### src/rtl/int_issue_bank_scheduler.sv
// Occupancy-tracking scheduler for the banked integer issue queue: per-bank entry
// counters, emptiest-bank-first lane steering and dispatch backpressure.
module int_issue_bank_scheduler #(
    parameter int unsigned BANK_NUM  = 4,
    parameter int unsigned BANK_SIZE = 8,
    localparam int unsigned CNT_W    = $clog2(BANK_SIZE) + 1,
    localparam int unsigned IDX_W    = $clog2(BANK_NUM)
) (
    input  logic                      clk,
    input  logic                      rst,
    input  logic [BANK_NUM-1:0]       enq_i,
    input  logic [BANK_NUM-1:0]       deq_i,
    input  logic                      redirect_i,
    input  logic [BANK_NUM*CNT_W-1:0] flush_num_i,
    output logic [BANK_NUM*IDX_W-1:0] order_o,
    output logic                      full_o,
    output logic [BANK_NUM*CNT_W-1:0] bank_cnt_o,
    output logic                      err_o
);

    localparam int unsigned SUM_W = CNT_W + 2;
    localparam int unsigned PRI_W = IDX_W + 1;
    localparam logic signed [SUM_W-1:0] ZERO_S   = '0;
    localparam logic signed [SUM_W-1:0] MAX_S    = SUM_W'(BANK_SIZE);
    localparam logic [CNT_W-1:0]        FULL_CNT = CNT_W'(BANK_SIZE);
    localparam logic [IDX_W-1:0]        RR_LAST  = IDX_W'(BANK_NUM - 1);
    localparam logic [PRI_W-1:0]        NUM_P    = PRI_W'(BANK_NUM);

    logic [CNT_W-1:0]        cnt_q [BANK_NUM];
    logic [CNT_W-1:0]        cnt_d [BANK_NUM];
    logic [IDX_W-1:0]        rr_q;
    logic [IDX_W-1:0]        rr_d;
    logic                    err_q;
    logic                    err_d;
    logic signed [SUM_W-1:0] sum_c  [BANK_NUM];
    logic [PRI_W-1:0]        prio_c [BANK_NUM];
    logic [IDX_W-1:0]        rank_c [BANK_NUM];
    logic                    full_c;

    // Net occupancy change per bank; out-of-range results clamp and flag err.
    always_comb begin
        err_d = err_q;
        for (int i = 0; i < BANK_NUM; i++) begin
            sum_c[i] = SUM_W'(cnt_q[i]) + SUM_W'(enq_i[i]) - SUM_W'(deq_i[i])
                     - (redirect_i ? SUM_W'(flush_num_i[i*CNT_W +: CNT_W]) : '0);
            if (sum_c[i] < ZERO_S) begin
                cnt_d[i] = '0;
                err_d    = 1'b1;
            end else if (sum_c[i] > MAX_S) begin
                cnt_d[i] = FULL_CNT;
                err_d    = 1'b1;
            end else begin
                cnt_d[i] = sum_c[i][CNT_W-1:0];
            end
        end
    end

    // Tie-break pointer advances whenever any bank accepted an instruction.
    always_comb begin
        rr_d = rr_q;
        if (|enq_i) begin
            rr_d = (rr_q == RR_LAST) ? '0 : rr_q + IDX_W'(1);
        end
    end

    // Rotating tie-break priority: (k - rr) mod BANK_NUM, one extra bit avoids wrap.
    always_comb begin
        for (int k = 0; k < BANK_NUM; k++) begin
            prio_c[k] = PRI_W'(k) + NUM_P - {1'b0, rr_q};
            if (prio_c[k] >= NUM_P) begin
                prio_c[k] = prio_c[k] - NUM_P;
            end
        end
    end

    // Each bank's lane is the number of banks that outrank it; keys are unique,
    // so the ranks always form a permutation.
    always_comb begin
        for (int i = 0; i < BANK_NUM; i++) begin
            rank_c[i] = '0;
            for (int k = 0; k < BANK_NUM; k++) begin
                if ((k != i) &&
                    ((cnt_q[k] < cnt_q[i]) ||
                     ((cnt_q[k] == cnt_q[i]) && (prio_c[k] < prio_c[i])))) begin
                    rank_c[i] = rank_c[i] + IDX_W'(1);
                end
            end
        end
    end

    always_comb begin
        full_c = 1'b0;
        for (int i = 0; i < BANK_NUM; i++) begin
            if (cnt_q[i] == FULL_CNT) begin
                full_c = 1'b1;
            end
        end
    end

    always_ff @(posedge clk) begin
        if (rst) begin
            for (int i = 0; i < BANK_NUM; i++) begin
                cnt_q[i] <= '0;
            end
            rr_q  <= '0;
            err_q <= 1'b0;
        end else begin
            for (int i = 0; i < BANK_NUM; i++) begin
                cnt_q[i] <= cnt_d[i];
            end
            rr_q  <= rr_d;
            err_q <= err_d;
        end
    end

    always_comb begin
        for (int i = 0; i < BANK_NUM; i++) begin
            order_o[i*IDX_W +: IDX_W]    = rank_c[i];
            bank_cnt_o[i*CNT_W +: CNT_W] = cnt_q[i];
        end
    end

    assign full_o = full_c;
    assign err_o  = err_q;

endmodule

### config.mk
export PLATFORM = sky130hd
export DESIGN_NAME = int_issue_bank_scheduler
export DESIGN_NICKNAME = d
export VERILOG_FILES = /design/src/rtl/int_issue_bank_scheduler.sv
export SDC_FILE = /design/constraint.sdc
export NUM_CORES = 1
export LEC_CHECK = 0
export BUFFER_PORTS_ARGS = -buffer_cell sky130_fd_sc_hd__buf_4
export CAP_MARGIN = 5
export CORE_ASPECT_RATIO = 1.25
export CORE_MARGIN = 5
export CORE_UTILIZATION = 60
export DETAILED_ROUTE_END_ITERATION = 7
export PLACE_DENSITY = 0.94
export SETUP_SLACK_MARGIN = 0.1
export SKIP_CTS_REPAIR_TIMING = 1
export SLEW_MARGIN = 20
export SYNTH_ARGS = -nofsm -noshare
export SYNTH_HDL_FRONTEND = slang
export SYNTH_SLANG_ARGS = --single-unit
### constraint.sdc
create_clock -name clk -period 8.2 [get_ports clk]
set_input_delay 0.41 -clock clk [delete_from_list [all_inputs] [get_ports clk]]
set_output_delay 0.41 -clock clk [all_outputs]
set_load 0.03 [all_outputs]
* Word-level counts from Yosys, hierarchy flattened
Memory sizes are Yosys's and may differ from the RTL's.
Index checks and enable logic that the tools add are counted.
** Word-level totals
- Output and inout bits :: 26
- Input port bits :: 27
- Flip-flop bits (word level) :: 3
- Memory bits (writable) :: 16
- Memories :: 1
- Word-level logic and storage cells :: 163
** Memories
- cnt_q :: depth 4, bits a word 4, read ports 4, clocked after memory_dff 0, write ports 4, RTL line 29 : logic [CNT_W-1:0] cnt_q [BANK_NUM];
** Operators by class
- Bitwise operators :: 4
- Multiplexer cells :: 48
- Order comparisons :: 36
- Equality and inequality tests :: 17
- Add/sub/neg operators :: 29
- Reductions and logical operators :: 26
** Operator list (number)
- two-way mux 4 bit :: 16
- equality test 4 bit :: 12
- less-than comparator 4 bit :: 12
- less-than comparator 3 bit :: 12
- greater-than comparator 6 x 5 -> 1 bit (second input constant) :: 4
- less-than comparator 6 x 1 -> 1 bit (second input constant) :: 4
- subtractor 5 x 1 -> 6 bit :: 4
- subtractor 6 x 4 -> 6 bit :: 4
- adder 4 x 1 -> 5 bit :: 4
- two-way mux 1 bit :: 19
- adder 2 x 1 -> 2 bit (second input constant) :: 9
- two-way mux 2 bit :: 9
- equality test 4 bit (second input constant) :: 4
- >= comparator 3 bit (second input constant) :: 4
- logical AND 1 bit :: 12
- logical OR 1 bit :: 12
- two-way mux 3 bit :: 4
- subtractor 3 x 2 -> 3 bit (first input constant) :: 4
- subtractor 3 bit (second input constant) :: 4
- nonzero test 8 bit :: 1
- bitwise OR 1 bit :: 4
- OR reduction 4 bit :: 1
- equality test 2 bit (second input constant) :: 1

* Depth between registers and ports, before layout
Gate-level depths: netlist of the first run.
An unclocked memory read counts as a cell.
- Depth in word-level cells :: 13
- Mapped depth :: 11
- Mapped depth without buffers :: 10

* Worst setup path after synthesis of the first run
No wires, ideal clock.
- Path kind :: input -> register
- From :: input port redirect_i
- To :: register err_q, in the netlist err_o
- Data required time :: 8.119 ns
- Path buffers :: 1
- Data arrival time :: 2.995 ns
- Path slack :: 5.124 ns
- Stages on the path :: 11
- Library setup time :: 0.081 ns
- Cells stage by stage :: clkbuf_1 nand2_1 fa_1 fa_1 ha_1 fa_1 a21o_1 a21oi_1 nor4_1 and4b_1 a41oi_1
** On the way
- Word-level cells in the longest chain between the ends :: 10
- Elaborated cells between the ends (all ways) :: 24
- Classes of those cells :: add/sub (4); order compare (8); mux (11); reduce/logical (1)
** RTL lines
- start, declared :: RTL line 13 : input logic redirect_i,
- two-way mux 4 bit :: RTL line 45 : - (redirect_i ? SUM_W'(flush_num_i[i*CNT_W +: CNT_W]) : '0);
- subtractor 6 x 4 -> 6 bit :: RTL line 45
- less-than comparator 6 x 1 -> 1 bit :: RTL line 46 : if (sum_c[i] < ZERO_S) begin
- two-way mux 1 bit :: RTL line 46
- two-way mux 1 bit :: RTL line 49 : end else if (sum_c[i] > MAX_S) begin
- two-way mux 1 bit :: RTL line 46
- two-way mux 1 bit :: RTL line 49
- two-way mux 1 bit :: RTL line 46
- two-way mux 1 bit :: RTL line 49
- two-way mux 1 bit :: RTL line 46
- end signal, assigned :: RTL line 112 : err_q <= err_d;
- end, declared :: RTL line 33 : logic err_q;
Parallel ways exist; a longest one is shown, timed or not.
A chain may end at the register's enable or synchronous reset.

==> results of run 1 <==
registers in the layout (all words and copies together), names as in the netlist:
name and count:
cnt_q 16, rr_q 2, err_o 1
routing by layer:
metal	routed length, um	up-vias	GRT usage
li1	-	1142	-
met1	2440	1101	0.237
met2	3490	62	0.438
met3	226	14	0.0168
met4	165	0	0.0853
met5	0	-	0
path summary, 6_finish.rpt:
path | start | endpoint | slack (ns) | cells past startpoint
worst max-delay path | cnt_q[1][1] | order_o[6] | 5.16 | 10
worst min-delay path | rst | rr_q[1] | 0.39 | 2
worst max register to register | cnt_q[3][1] | err_o | 5.59 | 8
worst min register to register | rr_q[0] | rr_q[0] | 0.63 | 2
kinds of logic (layout without fill, tap and decap cells):
group	after synthesis	count (layout)	synth area share
adder cells (fa/ha/maj)	81	81	0.416
AND/OR/NAND/NOR	70	70	0.144
AO/OA/AOI/OAI	57	57	0.156
buffers and inverters	54	109	0.0764
flip-flops	19	19	0.143
XOR/XNOR	14	14	0.0462
multiplexers	5	5	0.0189
through the flow:
stage                util  std cells  area, um^2  setup slack, ns  hold WS, ns
floorplan               -        300        2650             5.12        0.482
global placement    0.714        409        3110             5.13        0.600
detailed placement  0.714        409        3110             5.01        0.600
CTS                 0.725        413        3160             5.15        0.385
global route        0.725        413        3160             4.96        0.380
finish              0.725        413        3160             5.16        0.394
area by class of cell:
class / count / area share
inverter: 53 / 0.0630
clock inverter: 1 / 0.00158
clock buffer: 3 / 0.0131
multi-input combinational: 227 / 0.655
timing repair buffer: 52 / 0.124
tap: 58 / 0.0230
sequential: 19 / 0.120
cells in the final DEF (no fill, tap or decap), types with 2 or more instances in the layout:
cell type / instances
ha_1: 69
inv_1: 53
buf_4: 52
dfxtp_1: 19
nor2_1: 15
a21oi_1: 14
nand2_1: 13
fa_1: 12
o21a_1: 11
a21o_1: 11
and3_1: 9
and2_1: 8
o21ai_0: 7
xnor2_1: 7
xor2_1: 7
nor2b_1: 6
nor4_1: 6
and4_1: 5
mux2i_1: 5
a22oi_1: 3
clkbuf_8: 3
o31ai_4: 2
or3_1: 2
a21oi_2: 2
nor3_1: 2
==> run metrics, run 1 <==
final wirelength 6330 um; # rows 27; Slew @ Worst Pin 0.637 ns; core area 4360 um^2; worst-skew pair later-pin latency 0.26 ns; FMAX 329 MHz; Largest delay share family, worst path compound AO/OA/AOI/OAI gates; worst endpoint required time 7.79 ns; Max Buffers Root-to-Sink 2; Tot GR Track Use 0.221; DRT antenna net count 0; Yosys top cell by area ha_1; hpwl dp 5510 um; die area 5860 um^2; global placement routability congestion 0.917; area occupied by multi-input gates 2070 um^2; global-route wire length before repair 10700 um; Syn-to-layout area delta 19.0%; Root Buffer clkbuf_8; Post-synth EDFFs 0; Syn Std Cell Area 2650 um^2; Arrival @ worst endpoint 2.63 ns; Final nets 464; initial core utilization 0.609; Post-synth top flop dfxtp_1; CTS tree yes; final max-slew violation count 0; PortBufs 52; Startpoint Class flop; register area 380 um^2; Fin. Hold Viols 0; register area share after synthesis 0.143; Synth top cells by count ha_1, inv_1, dfxtp_1; final worst path period share 0.371; H-tree Lvls 1; slowest stage delay, CP 0.46 ns; initial antenna violation count 0; Via Count 2319; # IOs 53; syn_nets 408; run status finished clean; CTS clk-pin slew, worst paths 0.07 ns; minimum clock period after layout 3.04 ns; CTS Buf Count 3; largest net degree at the start of global routing 17; library cells used by synthesis 35; Pre-antenna DRT Iters 4; async set-reset flop share out of synthesis 0; Die Span X 69.5 um; RSZ-0062 raised after global routing false; Die H 84.4 um; Vias/cell 5.62; CP max FO 5; crit path kind reg -> out; synthesized flop and latch total 19; clk sink count 19; skew final 0.00772 ns; relative slew slack 0.571; top-area cell type share of the netlist area 0.325; Worst path slowest cell dfxtp_1; vias in the first global route 2453; GRT overflow 0; setup violators final 0; top cells by area, synth ha_1, dfxtp_1, fa_1; detail-routed net length per standard cell 15.3 um; CP Cell Sequence inv_1 -> ha_1 -> nor2b_1 -> o21a_1 -> o21a_1 -> o22ai_2 -> o21ai_0 -> ha_1 -> xnor2_1 -> buf_4; warnings from Yosys 0; crit end category primary output; Final TNS setup 0 ns; Worst Hold Class in -> reg; critical path buffer and inverter count 2; Fill cells 305; Residual DRC 0; drt initial violations 53; Post-Synthesis Cells 300; syn avg cell area 8.85 um^2; top-count cell post-synth ha_1; max_cap viols 0; layout cell share with drive strength beyond 1 0.177; # diodes 0
Power of run 1 is left out: the tool's default activity adds up to more than one toggle a clock period on the data nets, which glitch-free logic cannot reach.
==> inputs of run 2 (changes only) <==
--- a/config.mk
+++ b/config.mk
@@ -5,13 +5,14 @@
 export SDC_FILE = /design/constraint.sdc
 export NUM_CORES = 1
 export LEC_CHECK = 0
+export ABC_AREA = 1
 export BUFFER_PORTS_ARGS = -buffer_cell sky130_fd_sc_hd__buf_4
 export CAP_MARGIN = 5
 export CORE_ASPECT_RATIO = 1.25
 export CORE_MARGIN = 5
-export CORE_UTILIZATION = 60
+export CORE_UTILIZATION = 51
 export DETAILED_ROUTE_END_ITERATION = 7
-export PLACE_DENSITY = 0.94
+export PLACE_DENSITY = 0.86
 export SETUP_SLACK_MARGIN = 0.1
 export SKIP_CTS_REPAIR_TIMING = 1
 export SLEW_MARGIN = 20
==> constraint.sdc (replaced) <==
create_clock -name clk -period 2.6 [get_ports clk]
set_input_delay 0.13 -clock clk [delete_from_list [all_inputs] [get_ports clk]]
set_output_delay 0.13 -clock clk [all_outputs]
set_load 0.03 [all_outputs]
==> run 2 against run 1 <==
- clock skew is 0.0052 ns lower
- clock-buffer cell count stayed put
- synthesized cell count is 25% higher
- worst hold slack worse by 0.31 ns
- synthesized area is 1.6% higher
- setup slack worse by 5.0 ns
- final cell count is 20% higher
- sequential share of layout area is 0.28 points lower
- utilization is 8.0 points lower
==> run metrics, run 2 <==
run status finished clean; global-route wire length before repair 10700 um (-0.12%); Fin. Hold Viols 0 (unchanged); layout cell share with drive strength beyond 1 0.193 (+0.0156); FMAX 417 MHz; core area 5120 um^2 (+17%); Max Buffers Root-to-Sink 2 (unchanged); warnings from Yosys 0 (unchanged); Hold Path End err_o; relative slew slack 0.770 (+0.199); Vias/cell 5.15 (-8.3%); RSZ-0062 raised after global routing true; worst-skew pair later-pin latency 0.25 ns (about the same); critical path buffer and inverter count 4 (+2); Synth top cells by count inv_1, ha_1, nand2_1; Final nets 544 (+17%); initial antenna violation count 0 (unchanged); Pre-antenna DRT Iters 4 (unchanged); final worst path period share 0.922; H-tree Lvls 1 (unchanged); worst hold path depth 2 (unchanged); Worst Hold Class in -> reg; max_cap viols 0 (unchanged); Via Count 2558 (+10%); CP Cell Sequence inv_1 -> ha_1 -> inv_1 -> nor2_1 -> nor2_1 -> o21a_1 -> a21oi_2 -> inv_1 -> ha_1 -> xor2_1 -> buf_4; register area share after synthesis 0.141 (-0.00220); vias in the first global route 2485 (+1.3%); critical path depth in cells 11 (+1); initial core utilization 0.527 (-0.0822); # IOs 53 (unchanged); R2R depth 13 (+5); final wirelength 6410 um (+1.4%); Reg-to-Reg Start cnt_q[2][3]; minimum clock period after layout 2.40 ns; Startpoint Class flop; final core occ 0.645 (-0.0800); total power 4.52 mW; crit end category primary output; top cells by area, synth ha_1, dfxtp_1, inv_1; worst hold slack 0.0811 ns (-0.313 ns); die area 6850 um^2 (+17%); CP max FO 4 (-1); area occupied by multi-input gates 1990 um^2 (-3.8%); CTS tree yes; Largest delay share family, worst path adder cells; GRT overflow 0 (unchanged); skew final 0.00248 ns (-0.00523 ns); Die H 91.3 um (+8.2%); Arrival @ worst endpoint 2.27 ns (-0.36 ns); Fill cells 429 (+41%); final max-slew violation count 0 (unchanged); top-count cell post-synth inv_1; fin worst setup slack 0.202 ns (-4.96 ns); Post-Synthesis Cells 374 (+25%); number of flip-flops in the largest register 16 (unchanged); Tot GR Track Use 0.195 (-0.0260); syn_nets 482 (+18%); pre-CTS setup slack -0.0476 ns (-5.05 ns); Pleak 1.93 nW; cell area power density 1370 nW/um^2; global placement routability congestion 0.885 (-3.5%); # diodes 0 (unchanged); worst endpoint required time 2.47 ns (-5.32 ns); CTS clk-pin slew, worst paths 0.07 ns (about the same); DRT antenna net count 0 (unchanged); CTS Buf Count 3 (unchanged); commonest non-fill, non-tap cell in the layout inv_1; detail-routed net length per standard cell 12.9 um (-16%); R2R Path End err_o; syn avg cell area 7.21 um^2 (-19%); library cells used by synthesis 25 (-29%); largest reg by FF count cnt_q; PortBufs 52 (unchanged); async set-reset flop share out of synthesis 0 (unchanged); hold path startpoint rst; largest net degree at the start of global routing 13 (-4); commonest non-fill, non-tap cells in the layout inv_1, ha_1, nand2_1, buf_4, nor2_1; drt initial violations 132 (+150%); hpwl dp 5550 um (+0.73%); Worst path slowest cell dfxtp_4; Worst IR Drop VDD 0.743 mV; Root Buffer clkbuf_8; Die Span X 75.0 um (+8.0%); Yosys top cell by area ha_1; clk sink count 19 (unchanged); cell repeated most along the worst path inv_1; # rows 29 (+7.4%); Syn-to-layout area delta 22.4%; FF-to-FF setup slack 0.31 ns (-5.28 ns); top-area cell type share of the netlist area 0.320 (-0.00498); Syn Std Cell Area 2700 um^2 (+1.6%); Final TNS setup 0 ns (unchanged); Slew @ Worst Pin 0.342 ns (-0.295 ns); Post-synth top flop dfxtp_1; crit path kind reg -> out; slowest stage delay, CP 0.38 ns (-0.08 ns); Residual DRC 0 (unchanged); register area 388 um^2 (+2.0%); synthesized flop and latch total 19 (unchanged); setup violators final 0 (unchanged); Post-synth EDFFs 0 (unchanged)
## run 2: changes by cell type after synthesis, moves of 6 or more
cell / before / now
nand2_1: 13 / 63
inv_1: 53 / 93
nand3_1: 1 / 22
nor2_1: 15 / 36
a21o_1: 11 / 0
and3_1: 9 / 0
o21a_1: 11 / 2
and2_1: 8 / 0
nand4_1: 1 / 7
nor2b_1: 6 / 0
nor4_1: 6 / 0
xnor2_1: 7 / 1
## run 2: layer usage
| layer | GRT usage | up-vias | share of wire |
|---|---|---|---|
| met5 | 0 | - | 0 |
| met4 | 0.0504 | 0 | 0.018 |
| met3 | 0.0144 | 12 | 0.059 |
| met2 | 0.358 | 78 | 0.54 |
| met1 | 0.235 | 1169 | 0.38 |
| li1 | - | 1299 | - |
## run 2: final cells by class
cell class | count | share of cell area
inverters | 93 | 0.106
flip-flops and latches | 19 | 0.118
well taps | 62 | 0.0235
multi-input cells | 260 | 0.604
clock buffers | 3 | 0.0125
clock inverters | 1 | 0.00152
repair buffers | 59 | 0.135
## run 2: metrics by stage
step           instances  area [um^2]
3_3_place_gp         491         3200
6_report             497         3300
3_5_place_dp         491         3200
2_1_floorplan        374         2720
4_1_cts              495         3250
5_1_grt              497         3300
## run 2: worst max-delay path by stage
stage	startpoint	endpoint	slack (ns)
after CTS	cnt_q[2][1]	order_o[2]	0.02
final	cnt_q[2][1]	order_o[2]	0.20
after detailed placement	redirect_i	err_o	-0.05
after global placement	redirect_i	err_o	0.04
after global routing	cnt_q[2][3]	order_o[4]	0.06
after floorplan	redirect_i	err_o	0.11
## run 2: cell families after synthesis
group                      synth area share
AOI/OAI and AO/OA                    0.0877
xor gates and xnor gates             0.0227
adders and majority gates             0.409
buffers and inverters                 0.133
DFF                                   0.141
and+or+nand+nor                       0.206
## run 2: report_power, final
| part | internal, mW | leakage (nW) | switching [mW] |
|---|---|---|---|
| sequential | 0.346 | 0.157 | 0.0590 |
| combinational | 1.51 | 1.75 | 2.40 |
| clock | 0.106 | 0.0255 | 0.0977 |
| total | 1.96 | 1.93 | 2.56 |
Power figures use the tool's default switching activity.
==> inputs of run 3 (changes only) <==
--- a/config.mk
+++ b/config.mk
@@ -7,12 +7,12 @@
 export LEC_CHECK = 0
 export ABC_AREA = 1
 export BUFFER_PORTS_ARGS = -buffer_cell sky130_fd_sc_hd__buf_4
-export CAP_MARGIN = 5
+export CAP_MARGIN = 20
 export CORE_ASPECT_RATIO = 1.25
 export CORE_MARGIN = 5
 export CORE_UTILIZATION = 51
 export DETAILED_ROUTE_END_ITERATION = 7
-export PLACE_DENSITY = 0.86
+export PLACE_DENSITY = 0.78
 export SETUP_SLACK_MARGIN = 0.1
 export SKIP_CTS_REPAIR_TIMING = 1
 export SLEW_MARGIN = 20
==> run 3 against run 2 <==
- die area is the same
- utilization shrank 0.12 points
- critical endpoint is now order_o[6]
- clock skew grew 0.0025 ns
- register-to-register slack better by 0.04 ns
- sequential share of layout area barely moved
- via count shrank 1.9%
- fmax is 0.52% higher
- highest routed layer unchanged
- clock power decreased by 4%
==> run metrics, run 3 (same netlist as run 2, synthesis figures left out) <==
FF-to-FF setup slack 0.35 ns (+0.04 ns); layout cell share with drive strength beyond 1 0.192 (-0.000884); detail-routed net length per standard cell 12.3 um (-4.8%); Finished Cell Area 3290 um^2 (-0.19%); FMAX 419 MHz (+0.52%); number of flip-flops in the largest register 16 (unchanged); DRT antenna net count 0 (unchanged); Die Span X 75.0 um (unchanged); clk sink count 19 (unchanged); final max-slew violation count 0 (unchanged); crit path kind reg -> out; largest reg by FF count cnt_q; Root Buffer clkbuf_8; commonest non-fill, non-tap cells in the layout inv_1, ha_1, nand2_1, buf_4, nor2_1; skew final 0.00502 ns (+0.00254 ns); Fill cells 470 (+9.6%); Vias/cell 5.03 (-2.3%); die area 6850 um^2 (unchanged); Largest delay share family, worst path adder cells; Worst Setup EP order_o[6]; R2R Path End err_o; Reg-to-Reg Start cnt_q[2][3]; Tot GR Track Use 0.193 (-0.00154); Residual DRC 0 (unchanged); slowest stage delay, CP 0.38 ns (about the same); critical path depth in cells 10 (-1); Slew @ Worst Pin 0.354 ns (+0.0112 ns); placed cell areas 3210 um^2 (+0.23%); final core occ 0.644 (-0.00122); # diodes 0 (unchanged); GRT overflow 0 (unchanged); setup violators final 0 (unchanged); Final nets 546 (+0.37%); vias in the first global route 2578 (+3.7%); global placement routability congestion 0.853 (-3.7%); hpwl dp 5510 um (-0.74%); H-tree Lvls 1 (unchanged); initial antenna violation count 0 (unchanged); Worst IR Drop VDD 0.887 mV (+19%); R2R depth 13 (unchanged); Die H 91.3 um (unchanged); commonest non-fill, non-tap cell in the layout inv_1; largest net degree at the start of global routing 11 (-2); relative slew slack 0.762 (-0.00751); final worst path period share 0.918 (-0.00475); Startpoint Class flop; Via Count 2509 (-1.9%); core area 5120 um^2 (unchanged); Pre-antenna DRT Iters 4 (unchanged); pre-CTS setup slack -0.0139 ns (+0.0337 ns); minimum clock period after layout 2.39 ns (-0.0124 ns); # rows 29 (unchanged); worst-skew pair later-pin latency 0.25 ns (about the same); CTS clk-pin slew, worst paths 0.07 ns (about the same); Fin. Hold Viols 0 (unchanged); run status finished clean; Arrival @ worst endpoint 2.26 ns (about the same); global-route wire length before repair 10700 um (-0.33%); cell area power density 1350 nW/um^2 (-1.2%); # IOs 53 (unchanged); final wirelength 6130 um (-4.4%); CTS tree yes; CP startpoint cnt_q[1][2]; Worst Hold Class in -> reg; worst endpoint required time 2.47 ns (about the same); initial core utilization 0.527 (unchanged); Pleak 1.94 nW (+0.15%); CP Cell Sequence inv_1 -> ha_1 -> nand2_1 -> o21ai_0 -> o21ai_2 -> o21ai_1 -> ha_1 -> nand3b_1 -> nand2_1 -> buf_4; drt initial violations 60 (-55%); Syn-to-layout area delta 22.2%; CTS Buf Count 3 (unchanged); crit end category primary output; PortBufs 52 (unchanged); RSZ-0062 raised after global routing true; critical path buffer and inverter count 2 (-2); fin worst setup slack 0.214 ns (+0.0124 ns); max_cap viols 0 (unchanged); Worst path slowest cell dfxtp_1; hold path startpoint rst; Max Buffers Root-to-Sink 2 (unchanged); CP max FO 4 (unchanged)
[run 3: changes by cell type in the layout (fill, tap and decap cells not counted)]
cell      previous run  this run
buf_6                1         0
inv_1               92        90
o21ai_1              4         5
dfxtp_2              3         2
clkinv_2             1         0
dfxtp_1             15        16
o21ai_0              7         8
inv_2                1         3
o21ai_2              3         2
buf_4               58        61
o21ai_4              1         0
clkbuf_1             0         1
[run 3: per-stage QoR]
step           hold WS (ns)  setup TNS [ns]  std cells  total power [mW]
2_1_floorplan         0.202               0        374              3.08
3_3_place_gp          0.339               0        492              4.06
3_5_place_dp          0.343         -0.0139        492              4.19
4_1_cts              0.0841        -0.00900        496              4.39
5_1_grt              0.0904               0        499              4.91
6_report             0.0859               0        499              4.46
[run 3: metal layers]
metal  share of wire  global-route usage  vias to the layer above  wire length, um
met1            0.40               0.217                     1150             2460
li1                -                   -                     1307                -
met4           0.015              0.0504                        0               95
met5               0                   0                        -                0
met2            0.54               0.363                       44             3310
met3           0.044              0.0287                        8              267
[run 3: worst min-delay path by stage]
stage | cells after the start | to
finish | 2 | rr_q[0]
global route | 2 | rr_q[0]
CTS | 2 | rr_q[0]
detailed placement | 2 | rr_q[0]
global placement | 2 | err_o
floorplan | 1 | err_o
[run 3: final cells by class]
class | instances | area (um^2) | share of cell area
Timing Repair Buffer | 61 | 458 | 0.139
Inverter | 93 | 349 | 0.106
Clock buffer | 4 | 45.0 | 0.0137
Tap cell | 62 | 77.6 | 0.0236
Multi-Input combinational cell | 260 | 1980 | 0.600
Sequential cell | 19 | 387 | 0.117
[run 3: worst register-to-register path: stages, from the launching register on]
cell and delay (ns):
dfxtp_1 0.39, inv_2 0.10, ha_1 0.28, inv_1 0.04, ha_1 0.28, ha_1 0.35
a21oi_2 0.18, nand2_1 0.07, nand2_1 0.05, nand2_1 0.06, nor2_1 0.14, nand2_1 0.07
nor2_1 0.10, nor2_1 0.04
[run 3: power by group]
part | switching, mW | leakage (nW) | internal, mW
registers | 0.0579 | 0.157 | 0.346
clock network | 0.0868 | 0.0228 | 0.109
logic | 2.35 | 1.76 | 1.51
